`src/rtl/mux_2x1_arbiter.sv`:
```
// Round-robin arbiter driving the select of a shared 2:1 data mux toward one
// valid/ready consumer; each grant is capped at MAX_BURST transfers.
module mux_2x1_arbiter #(
   parameter int WIDTH     = 8,
   parameter int MAX_BURST = 4
) (
   input  logic             clk,
   input  logic             reset,
   input  logic             req_a,
   input  logic [WIDTH-1:0] data_a,
   input  logic             req_b,
   input  logic [WIDTH-1:0] data_b,
   input  logic             out_ready,
   output logic             out_valid,
   output logic [WIDTH-1:0] out_data,
   output logic             S,
   output logic             gnt_a,
   output logic             gnt_b,
   output logic             done_a,
   output logic             done_b
);

   localparam int CNT_W = $clog2(MAX_BURST) + 1;
   localparam logic [CNT_W-1:0] CNT_LAST = CNT_W'(MAX_BURST - 1);

   typedef enum logic [1:0] {
      IDLE    = 2'd0,
      GRANT_A = 2'd1,
      GRANT_B = 2'd2
   } state_t;

   typedef enum logic {
      LAST_A = 1'b0,
      LAST_B = 1'b1
   } owner_t;

   state_t           state, state_nxt;
   owner_t           last, last_nxt;
   logic [CNT_W-1:0] burst_cnt, burst_cnt_nxt;
   logic             s_nxt, gnt_a_nxt, gnt_b_nxt;
   logic             req_cur, transfer;

   always_ff @(posedge clk) begin
      if (reset) begin
         state     <= IDLE;
         S         <= 1'b0;
         gnt_a     <= 1'b0;
         gnt_b     <= 1'b0;
         burst_cnt <= '0;
         last      <= LAST_B;
      end else begin
         state     <= state_nxt;
         S         <= s_nxt;
         gnt_a     <= gnt_a_nxt;
         gnt_b     <= gnt_b_nxt;
         burst_cnt <= burst_cnt_nxt;
         last      <= last_nxt;
      end
   end

   always_comb begin
      state_nxt     = state;
      s_nxt         = S;
      gnt_a_nxt     = gnt_a;
      gnt_b_nxt     = gnt_b;
      burst_cnt_nxt = burst_cnt;
      last_nxt      = last;
      req_cur       = 1'b0;
      out_valid     = 1'b0;
      transfer      = 1'b0;

      case (state)
         IDLE: begin
            // On a tie, whoever was not served last wins.
            if (req_a && (!req_b || last == LAST_B)) begin
               state_nxt     = GRANT_A;
               s_nxt         = 1'b0;
               gnt_a_nxt     = 1'b1;
               burst_cnt_nxt = '0;
            end else if (req_b) begin
               state_nxt     = GRANT_B;
               s_nxt         = 1'b1;
               gnt_b_nxt     = 1'b1;
               burst_cnt_nxt = '0;
            end
         end
         GRANT_A, GRANT_B: begin
            req_cur   = (state == GRANT_A) ? req_a : req_b;
            out_valid = req_cur && !reset;
            transfer  = out_valid && out_ready;
            if (!req_cur || (transfer && burst_cnt == CNT_LAST)) begin
               state_nxt     = IDLE;
               last_nxt      = (state == GRANT_A) ? LAST_A : LAST_B;
               gnt_a_nxt     = 1'b0;
               gnt_b_nxt     = 1'b0;
               burst_cnt_nxt = '0;
            end else if (transfer) begin
               burst_cnt_nxt = burst_cnt + CNT_W'(1);
            end
         end
         default: state_nxt = IDLE;
      endcase
   end

   assign done_a   = transfer && (state == GRANT_A);
   assign done_b   = transfer && (state == GRANT_B);
   assign out_data = S ? data_b : data_a;

endmodule

```
`config.mk`:
```
export PLATFORM = sky130hd
export DESIGN_NAME = mux_2x1_arbiter
export DESIGN_NICKNAME = d
export VERILOG_FILES = /design/src/rtl/mux_2x1_arbiter.sv
export SDC_FILE = /design/constraint.sdc
export NUM_CORES = 1
export LEC_CHECK = 0
export ABC_AREA = 1
export ABC_CLOCK_PERIOD_IN_PS = 1900
export CORE_MARGIN = 8
export CORE_UTILIZATION = 25
export DETAILED_ROUTE_END_ITERATION = 16
export GPL_TIMING_DRIVEN = 0
export HOLD_SLACK_MARGIN = 0.15
export MAX_ROUTING_LAYER = met4
export RECOVER_POWER = 25
export SETUP_SLACK_MARGIN = 0.15
export SLEW_MARGIN = 20
export SYNTH_ARGS = -nofsm -noshare
export SYNTH_HDL_FRONTEND = slang
export SYNTH_SLANG_ARGS = --single-unit
```
`constraint.sdc`:
```
create_clock -name clk -period 1.9 [get_ports clk]
set_input_delay 0.285 -clock clk [delete_from_list [all_inputs] [get_ports clk]]
set_output_delay 0.285 -clock clk [all_outputs]
set_load 0.05 [all_outputs]
```
==> results of run 1 <==
## state kept, by name, indices dropped and copies added (netlist names)
| name | cells |
|---|---|
| gnt_b | 1 |
| gnt_a | 1 |
| burst_cnt | 3 |
| S | 1 |
| state | 2 |
| last | 1 |
## routing by layer
layer	routed length [um]	GRT usage, %	vias up	part of all wire (%)
li1	-	-	441	-
met1	831	9.11	370	38
met2	1060	19.5	36	48
met3	279	3.55	2	13
met4	10	3.07	0	0.46
met5	0	-	-	0
## worst min-delay path: cells and delay by family (launching register included)
family / cells / cell delay, ns
AOI/OAI and AO/OA: 1 / 0.05
DFF: 1 / 0.32
and+or+nand+nor: 1 / 0.06
## logic make-up after synthesis
logic type	count (synthesis)
buffers and inverters	19
and+or+nand+nor	72
DFF	9
adders and majority gates	6
AOI/OAI and AO/OA	10
## cell type report
| type | count | share of cell area (%) |
|---|---|---|
| multi-input cells | 88 | 42.9 |
| repair buffers | 39 | 28.8 |
| flip-flops and latches | 9 | 16.0 |
| inverters | 18 | 6.30 |
| well taps | 31 | 3.31 |
| clock buffers | 4 | 2.24 |
| plain buffers | 1 | 0.427 |
## final timing paths
check / endpoint / slack [ns] / cells past startpoint
min reg2reg: gnt_a$_SDFFE_PP0P_ / 0.47 / 2
max reg2reg: state[0]$_SDFFE_PP0P_ / 0.27 / 13
max: done_b / 0.09 / 10
min: gnt_a$_SDFFE_PP0P_ / 0.47 / 2
## per-stage QoR
stage	util [%]	total power, W	cell area, sq um	hold WS (ns)	cells
floorplan	-	0.00124	761	0.354	116
global placement	42.4	0.00154	1140	0.458	181
detailed placement	42.4	0.00156	1140	0.470	181
CTS	46.0	0.00180	1230	0.483	190
global route	43.6	0.00190	1170	0.507	190
finish	43.6	0.00173	1170	0.474	190
## cell usage in the layout (no fill, tap or decap), types with 2 or more instances in the layout
master           instances
buf_4                    5
clkbuf_4                 3
buf_2                   10
nand2_1                 43
o21ai_0                  3
nor2_4                   3
nor2_1                  11
nand3_1                  5
a21oi_1                  5
dfxtp_1                  7
nand2_2                  3
ha_1                     4
inv_4                    2
dfxtp_4                  2
inv_1                   14
clkdlybuf4s50_1         22
nand2_4                  4
ha_4                     2
## where the power goes
part / internal [W] / total (W) / switching, W
clock network: 0.0000812 / 0.000156 / 0.0000746
registers: 0.000272 / 0.000325 / 0.0000536
logic: 0.000455 / 0.00125 / 0.000798
## repair_timing
item | 4_1_cts | 5_1_grt
setup buffers | 5 | 0
gates resized for setup | 52 | 16
pin swaps | 7 | 2
endpoints found under the setup margin | 11 | 11
cloned | 0 | 0
==> metrics.md, run 1 <==
| Metric | Value |
|---|---|
| Post-synthesis mux area share | `0%` |
| Synth area leader | `dfxtp_1` |
| Area delta synth->final | `69.7%` |
| # setup viols final | `0` |
| Critical path's slowest cell | `dfxtp_4` |
| Crit path largest cell delay | `0.36 ns` |
| CP startpoint | `state[1]$_SDFFE_PP0P_` |
| Post-synth top cells | `47 x nand2_1, 15 x inv_1, 14 x nor2_1` |
| Vias in the first global route | `872` |
| Final cycle utilization of the critical path | `95.2%` |
| Post-Route WL | `2180 um` |
| Number of flops mapped to enable cells by yosys | `0` |
| CTS Sinks | `9` |
| Warning count from the yosys run | `0` |
| Die Span X | `68.6 um` |
| Most common cell in the synthesized netlist | `nand2_1` |
| # rows | `19` |
| Largest net degree at the start of global routing | `10` |
| DR pass1 iterations | `4` |
| Worst Setup End Kind | `output port` |
| HP Class | `flip-flop to flip-flop` |
| Via/cell ratio | `4.47` |
| Number of I/O pins | `35` |
| Synth top area cells | `dfxtp_1 26%, nand2_1 26%, ha_1 11%` |
| FILL cells | `292` |
| Worst-margin pin slew | `0.509 ns` |
| Average cell area after synthesis | `5.95 sq um` |
| Largest family of logic cells by synthesized area | `simple AND/OR/NAND/NOR gates` |
| Setup_tns | `0 ns` |
| Syn Inst Count | `116` |
| Max_cap viols | `0` |
| Final Hold Viols | `0` |
| Share of async-settable or async-resettable flops after synthesis | `0%` |
| PD cells | `1480 mW/mm^2` |
| DIE HEIGHT | `68.6 um` |
| Initial DRC count | `6` |
| # DRC | `0` |
| Top cell by count, worst path | `nand2_4` |
| Status | `finished clean` |
| Fin worst setup slack | `0.0913 ns` |
| First-pass GRT wire length | `3620 um` |
| Post-Synth XOR/XNOR Area | `0%` |
| Initial antenna violation count | `0` |
| HPWL after DPL | `1780 um` |
| Period minus WS final | `1.81 ns` |
| Synth top area share | `26.1%` |
| CTS clk-pin slew, worst paths | `0.07 ns` |
| Final max-slew violation count | `0` |
| Critical Path AT | `1.52 ns` |
| Post-synth cell types | `18` |
| Die ar. | `0.00470 sq mm` |
| CP Cell Sequence | `inv_4 -> ha_4 -> inv_4 -> nand2_4 -> nand2_4 -> nand2_4 -> nor2_4 -> nand2_4 -> nor2_4 -> buf_8` |
| Setup Skew | `0.00487 ns` |
| Hold_sp | `gnt_a$_SDFFE_PP0P_` |
| Sequential Area | `188 sq um` |
| RSZ-0062 raised after global routing | `yes` |
| Detailed-route via count | `849` |
| Port Buffers | `34` |
| Lkg Pwr | `0.598 nW` |
| Relative slew margins | `66.0%` |
| Maximum VDD drop | `0.000703 V` |
| Wire per inst | `11.5 um` |
| Compound-gate portion of the synthesized area | `7.79%` |
| Fmax | `0.553 GHz` |
| Startpoint Class | `flip-flop` |
| Routability cong. | `0.767` |
| TritonCTS clock tree | `done` |
| CTS Hold Bufs | `0` |
| Worst r2r src | `state[1]$_SDFFE_PP0P_` |
| Cell area after synthesis | `691 sq um` |
| Remaining global-route overflow | `0` |
| Seq cells post-synth | `9` |
| Kind of cell adding the most delay to the critical path | `simple AND/OR/NAND/NOR gates` |
| Tot GR Track Use | `10.2%` |
| Critical path data required time | `1.62 ns` |
| Ant. Diodes | `0` |
| Buf/Inv on CP | `3` |
| Share of layout cells above drive strength 1 | `24.5%` |
| Ys flop type | `dfxtp_1` |
| Post-route ant nets | `0` |
| Root Buffer | `clkbuf_4` |
| Setup Slack @ Placement | `-0.627 ns` |
| Worst-Skew Late Latency | `0.27 ns` |
| Final-stage net count | `187` |
| Post-Syn Nets | `143` |
| CTS H-tree lvls | `1` |
| CP Max Fanout | `3` |
| Synth Area in Simple Gates | `44.7%` |
| Core Footprint | `0.00269 sq mm` |
| Register area share after synthesis | `26.1%` |
| Area taken by multi-input logic gates | `503 sq um` |
| Adder-cell share of the synthesized area | `10.9%` |
| CP Class | `flip-flop to output port` |
| Cts bufs inserted | `3` |
| CTS max path bufs | `2` |
| Initial Util | `25.7%` |
Note: power is estimated with default switching activity, not from simulation.
==> inputs of run 2 (changes only) <==
- CAP_MARGIN: unset -> 20
- CELL_PAD_IN_SITES_DETAIL_PLACEMENT: unset -> 0
- CELL_PAD_IN_SITES_GLOBAL_PLACEMENT: unset -> 2
- CORE_UTILIZATION: 25 -> 20
- PLACE_DENSITY_LB_ADDON: unset -> 0.1
==> metrics.md, run 2 (synthesis results as in run 1) <==
| Metric | Value |
|---|---|
| Maximum VDD drop | `0.000557 V` |
| Setup Skew | `0.000533 ns` |
| # setup viols final | `0` |
| Core Footprint | `0.00334 sq mm` |
| Share of layout cells above drive strength 1 | `24.4%` |
| Critical path's slowest cell | `dfxtp_2` |
| Worst-margin pin slew | `0.514 ns` |
| Post-Route WL | `2180 um` |
| Period minus WS final | `1.80 ns` |
| DR pass1 iterations | `4` |
| Worst Setup End Kind | `output port` |
| HPWL after DPL | `1770 um` |
| Critical path data required time | `1.62 ns` |
| First-pass GRT wire length | `3350 um` |
| Max_cap viols | `0` |
| Most flops, register | `burst_cnt` |
| CTS clk-pin slew, worst paths | `0.06 ns` |
| Relative slew margins | `65.6%` |
| Remaining global-route overflow | `0` |
| Die Span X | `74.8 um` |
| Largest register FFs | `3` |
| Fmax | `0.554 GHz` |
| Initial antenna violation count | `0` |
| Commonest non-fill, non-tap cells in the layout | `44 x nand2_1, 22 x clkdlybuf4s50_1, 14 x inv_1` |
| Commonest non-fill, non-tap cell in the layout | `nand2_1` |
| Via/cell ratio | `3.92` |
| Kind of cell adding the most delay to the critical path | `simple AND/OR/NAND/NOR gates` |
| CP Cell Sequence | `inv_4 -> ha_4 -> inv_4 -> nand2_4 -> nand2_4 -> nand2_4 -> nor2_4 -> nand2_4 -> nor2_4 -> buf_8` |
| CP Class | `flip-flop to output port` |
| DIE HEIGHT | `74.8 um` |
| Detailed-route via count | `807` |
| Port Buffers | `34` |
| Worst-Skew Late Latency | `0.27 ns` |
| Fin cells | `206` |
| Critical Path AT | `1.52 ns` |
| Ant. Diodes | `0` |
| CTS H-tree lvls | `1` |
| Post-route ant nets | `0` |
| Crit path largest cell delay | `0.35 ns` |
| # rows | `21` |
| Tot GR Track Use | `8.09%` |
| Startpoint Class | `flip-flop` |
| Wire per inst | `10.6 um` |
| Routability cong. | `0.733` |
| Die ar. | `0.00559 sq mm` |
| Initial DRC count | `16` |
| Top flop regs | `burst_cnt (3), state (2)` |
| Status | `finished clean` |
| CTS Sinks | `9` |
| Number of I/O pins | `35` |
| Lkg Pwr | `0.605 nW` |
| Buf/Inv on CP | `3` |
| CP Max Fanout | `3` |
| Vias in the first global route | `760` |
| Top cell by count, worst path | `nand2_4` |
| RSZ-0062 raised after global routing | `yes` |
| Final cycle utilization of the critical path | `95.0%` |
| Placed cell count | `196` |
| Initial Util | `20.7%` |
| Final max-slew violation count | `0` |
| Cts bufs inserted | `3` |
| # DRC | `0` |
| Final Hold Viols | `0` |
| Largest net degree at the start of global routing | `10` |
| Final-stage net count | `188` |
| FILL cells | `375` |
| Util after Layout | `36.7%` |
| CTS max path bufs | `2` |
| PD cells | `1450 mW/mm^2` |
| TritonCTS clock tree | `done` |
| Root Buffer | `clkbuf_4` |
| Area delta synth->final | `77.5%` |
| HP Class | `flip-flop to flip-flop` |
| Sequential Area | `185 sq um` |
| Area taken by multi-input logic gates | `500 sq um` |
## run 2: worst paths after layout
check | slack [ns] | to | cells past startpoint | startpoint
min reg2reg | 0.47 | gnt_a$_SDFFE_PP0P_ | 2 | gnt_a$_SDFFE_PP0P_
max | 0.1 | done_a | 10 | state[1]$_SDFFE_PP0P_
min | 0.47 | gnt_a$_SDFFE_PP0P_ | 2 | gnt_a$_SDFFE_PP0P_
max reg2reg | 0.27 | state[1]$_SDFFE_PP0P_ | 12 | state[1]$_SDFFE_PP0P_
## run 2: worst min-delay path, delay by kind of cell, from the launching register on
family           cells  cell delay (ns)
flip-flops           1             0.31
AND/OR/NAND/NOR      1             0.06
AO/OA/AOI/OAI        1             0.05
## run 2: power by group
group	switching (W)	internal, W	total [W]
registers	0.0000491	0.000269	0.000318
logic	0.000809	0.000489	0.00130
clock network	0.0000747	0.0000813	0.000156
## run 2: metal layers
metal | track usage [%] | vias to the layer above | share of wire, %
li1 | - | 443 | -
met2 | 13.2 | 18 | 47
met3 | 3.60 | 2 | 8.5
met1 | 8.59 | 344 | 43
met4 | 2.61 | 0 | 0.96
met5 | - | - | 0
## run 2: repair_timing
item | in CTS | in global routing
setup endpoints to repair | 11 | 11
gates resized for setup | 50 | 8
hold buffers | 0 | 0
pin swaps | 7 | 2
hold endpoints to repair | 0 | 0
setup buffers | 5 | 1
## run 2: per-stage QoR
step	setup WS, ns	instance area (sq um)	power [W]	hold slack [ns]	setup TNS, ns
2_1_floorplan	0.0508	761	0.00124	0.354	0
3_3_place_gp	-0.624	1160	0.00157	0.455	-2.15
3_5_place_dp	-0.631	1160	0.00157	0.457	-2.14
4_1_cts	0.0841	1250	0.00181	0.468	0
5_1_grt	0.0212	1230	0.00193	0.477	0
6_report	0.0955	1230	0.00177	0.470	0
## run 2: cell type report
cell class,count,area share [%]
well taps,46,4.69
plain buffers,1,0.408
inverters,18,6.12
multi-input cells,88,40.8
repair buffers,40,30.7
clock buffers,4,2.14
flip-flops and latches,9,15.1
==> inputs of run 3 (changes only) <==
- ABC_AREA: 1 -> unset
- CORE_UTILIZATION: 20 -> 22
==> metrics.md, run 3 <==
| Metric | Value |
|---|---|
| Status | `finished clean` |
| Switching power | `0.000347 W` |
| Placed cell count | `135` |
| Fin area | `0.00111 sq mm` |
| Die ar. | `0.00495 sq mm` |
| CTS max path bufs | `2` |
| Number of I/O pins | `35` |
| Number of flops mapped to enable cells by yosys | `0` |
| RSZ-0062 raised after global routing | `yes` |
| Max_cap viols | `0` |
| Warning count from the yosys run | `0` |
| Ys flop type | `dfxtp_1` |
| Via/cell ratio | `4.82` |
| Core Footprint | `0.00278 sq mm` |
| # DRC | `0` |
| Largest register FFs | `3` |
| Maximum VDD drop | `0.000389 V` |
| Final-stage net count | `142` |
| Worst Setup End Kind | `output port` |
| CP Class | `flip-flop to output port` |
| Setup Skew | `0.0142 ns` |
| Period minus WS final | `1.75 ns` |
| Hold path depth | `2` |
| Register area share after synthesis | `27.7%` |
| Post-synth cell types | `29` |
| Port Buffers | `33` |
| Wire per inst | `14.4 um` |
| Syn Inst Count | `71` |
| CTS clk-pin slew, worst paths | `0.08 ns` |
| Final cycle utilization of the critical path | `92.2%` |
| Initial antenna violation count | `0` |
| HP Class | `primary input to flip-flop` |
| Remaining global-route overflow | `0` |
| Commonest non-fill, non-tap cells in the layout | `21 x clkdlybuf4s50_1, 9 x mux2_2, 9 x buf_2` |
| Detailed-route via count | `699` |
| Switching portion of total power | `41.2%` |
| Top flop regs | `burst_cnt (3), state (2)` |
| Hold_sp | `reset` |
| Fin cells | `145` |
| Die Span X | `70.4 um` |
| DP Area | `0.00102 sq mm` |
| Synth top area share | `27.7%` |
| Vias in the first global route | `743` |
| Startpoint Class | `flip-flop` |
| Worst r2r dst | `burst_cnt[2]$_SDFFE_PP0P_` |
| Area delta synth->final | `70.6%` |
| Routability cong. | `0.686` |
| Flop pwr share | `27.4%` |
| # rows | `19` |
| Cell area after synthesis | `651 sq um` |
| R2R setup slack | `0.16 ns` |
| Commonest non-fill, non-tap cell in the layout | `clkdlybuf4s50_1` |
| Worst-margin pin slew | `0.614 ns` |
| Synth area leader | `dfxtp_1` |
| Relative slew margins | `59.2%` |
| Tot GR Track Use | `8.67%` |
| DIE HEIGHT | `70.4 um` |
| Final Hold Viols | `0` |
| # setup viols final | `0` |
| Pint | `0.000494 W` |
| Share of async-settable or async-resettable flops after synthesis | `0%` |
| Post-route ant nets | `0` |
| Critical Path AT | `1.47 ns` |
| TritonCTS clock tree | `done` |
| Setup Slack @ Placement | `-0.553 ns` |
| Fin worst setup slack | `0.147 ns` |
| Clock power frac | `18.5%` |
| Average cell area after synthesis | `9.16 sq um` |
| CP Max Fanout | `4` |
| Post-Syn Nets | `98` |
| CTS Hold Bufs | `0` |
| First-pass GRT wire length | `3440 um` |
| Fmax | `0.571 GHz` |
| Worst r2r src | `state[1]$_SDFFE_PP0P_` |
| HPWL after DPL | `1630 um` |
| Most flops, register | `burst_cnt` |
| CTS H-tree lvls | `1` |
| Worst Hold End | `state[0]$_SDFFE_PP0P_` |
| Synth top area cells | `dfxtp_1 28%, mux2_2 16%, ha_1 12%` |
| PD cells | `758 mW/mm^2` |
| Largest net degree at the start of global routing | `10` |
| Initial Util | `23.4%` |
| Post-Route WL | `2090 um` |
| Setup_tns | `0 ns` |
| Worst-Skew Late Latency | `0.27 ns` |
| Share of layout cells above drive strength 1 | `39.5%` |
| Ant. Diodes | `0` |
| Final max-slew violation count | `0` |
| Root Buffer | `clkbuf_4` |
| Seq cells post-synth | `9` |
| Worst reg2reg path depth | `7` |
| Combinational share of power | `54.1%` |
| Lkg Pwr | `0.476 nW` |
| CTS Sinks | `9` |
| Cts bufs inserted | `3` |
| Critical path data required time | `1.62 ns` |
| Post-synth top cells | `9 x dfxtp_1, 9 x mux2_2, 7 x inv_1` |
| DR pass1 iterations | `4` |
| Initial DRC count | `14` |
run 3: power groups by stage:
stage          combinational (W)  clock [W]  sequential [W]
6_report                0.000455   0.000156        0.000231
5_1_grt                 0.000486   0.000171        0.000233
3_5_place_dp            0.000406          0        0.000232
3_3_place_gp            0.000409          0        0.000230
2_1_floorplan           0.000229          0        0.000267
4_1_cts                 0.000461   0.000163        0.000231
run 3: what timing repair did:
item                                    CTS  global route
endpoints found under the setup margin   17            10
buffers inserted                          6             0
resized for setup                        79             3
pin swaps                                 6             1
run 3: kinds of logic after synthesis:
logic type / Yosys count / synth area share, %
AOI/OAI and AO/OA: 16 / 17.9
adders and majority gates: 6 / 11.5
buffers and inverters: 10 / 5.96
DFF: 9 / 27.7
muxes: 11 / 19.4
and+or+nand+nor: 19 / 17.5
run 3: final cells by class:
cell class	instances	area, sq um
Buffer	3	23.8
Clock buffer	4	26.3
Fill cell	296	1670
Inverter	7	28.8
Multi-Input combinational cell	52	463
Sequential cell	9	185
Tap cell	31	38.8
Timing Repair Buffer	39	344
run 3: worst max-delay path by stage:
stage	slack, ns	startpoint	end
floorplan	0.16	S$_SDFFE_PP0P_	out_data[0]
global placement	-0.57	state[0]$_SDFFE_PP0P_	done_b
detailed placement	-0.55	state[0]$_SDFFE_PP0P_	done_b
CTS	0.07	state[1]$_SDFFE_PP0P_	done_b
global route	0.1	state[1]$_SDFFE_PP0P_	burst_cnt[1]$_SDFFE_PP0P_
finish	0.15	state[1]$_SDFFE_PP0P_	out_valid
run 3: per-layer routing:
metal | GRT usage [%] | share of wire (%) | vias up
met5 | - | 0 | -
met4 | 2.68 | 0.48 | 0
met3 | 4.38 | 7.3 | 2
met2 | 13.3 | 46 | 23
met1 | 9.58 | 47 | 324
li1 | - | - | 350
run 3: worst max-delay path, cell delays in order (launching register included):
cell	delay, ns
dfxtp_2	0.36
inv_4	0.05
ha_4	0.16
mux2_4	0.32
and3_4	0.16
buf_8	0.14
run 3: through the flow:
step                hold WS, ns  total power (W)  util (%)
finish                    0.291         0.000841      39.9
global route              0.324         0.000891      39.9
CTS                       0.301         0.000856      40.0
detailed placement        0.472         0.000638      36.7
global placement          0.467         0.000640      36.7
floorplan                 0.460         0.000497         -
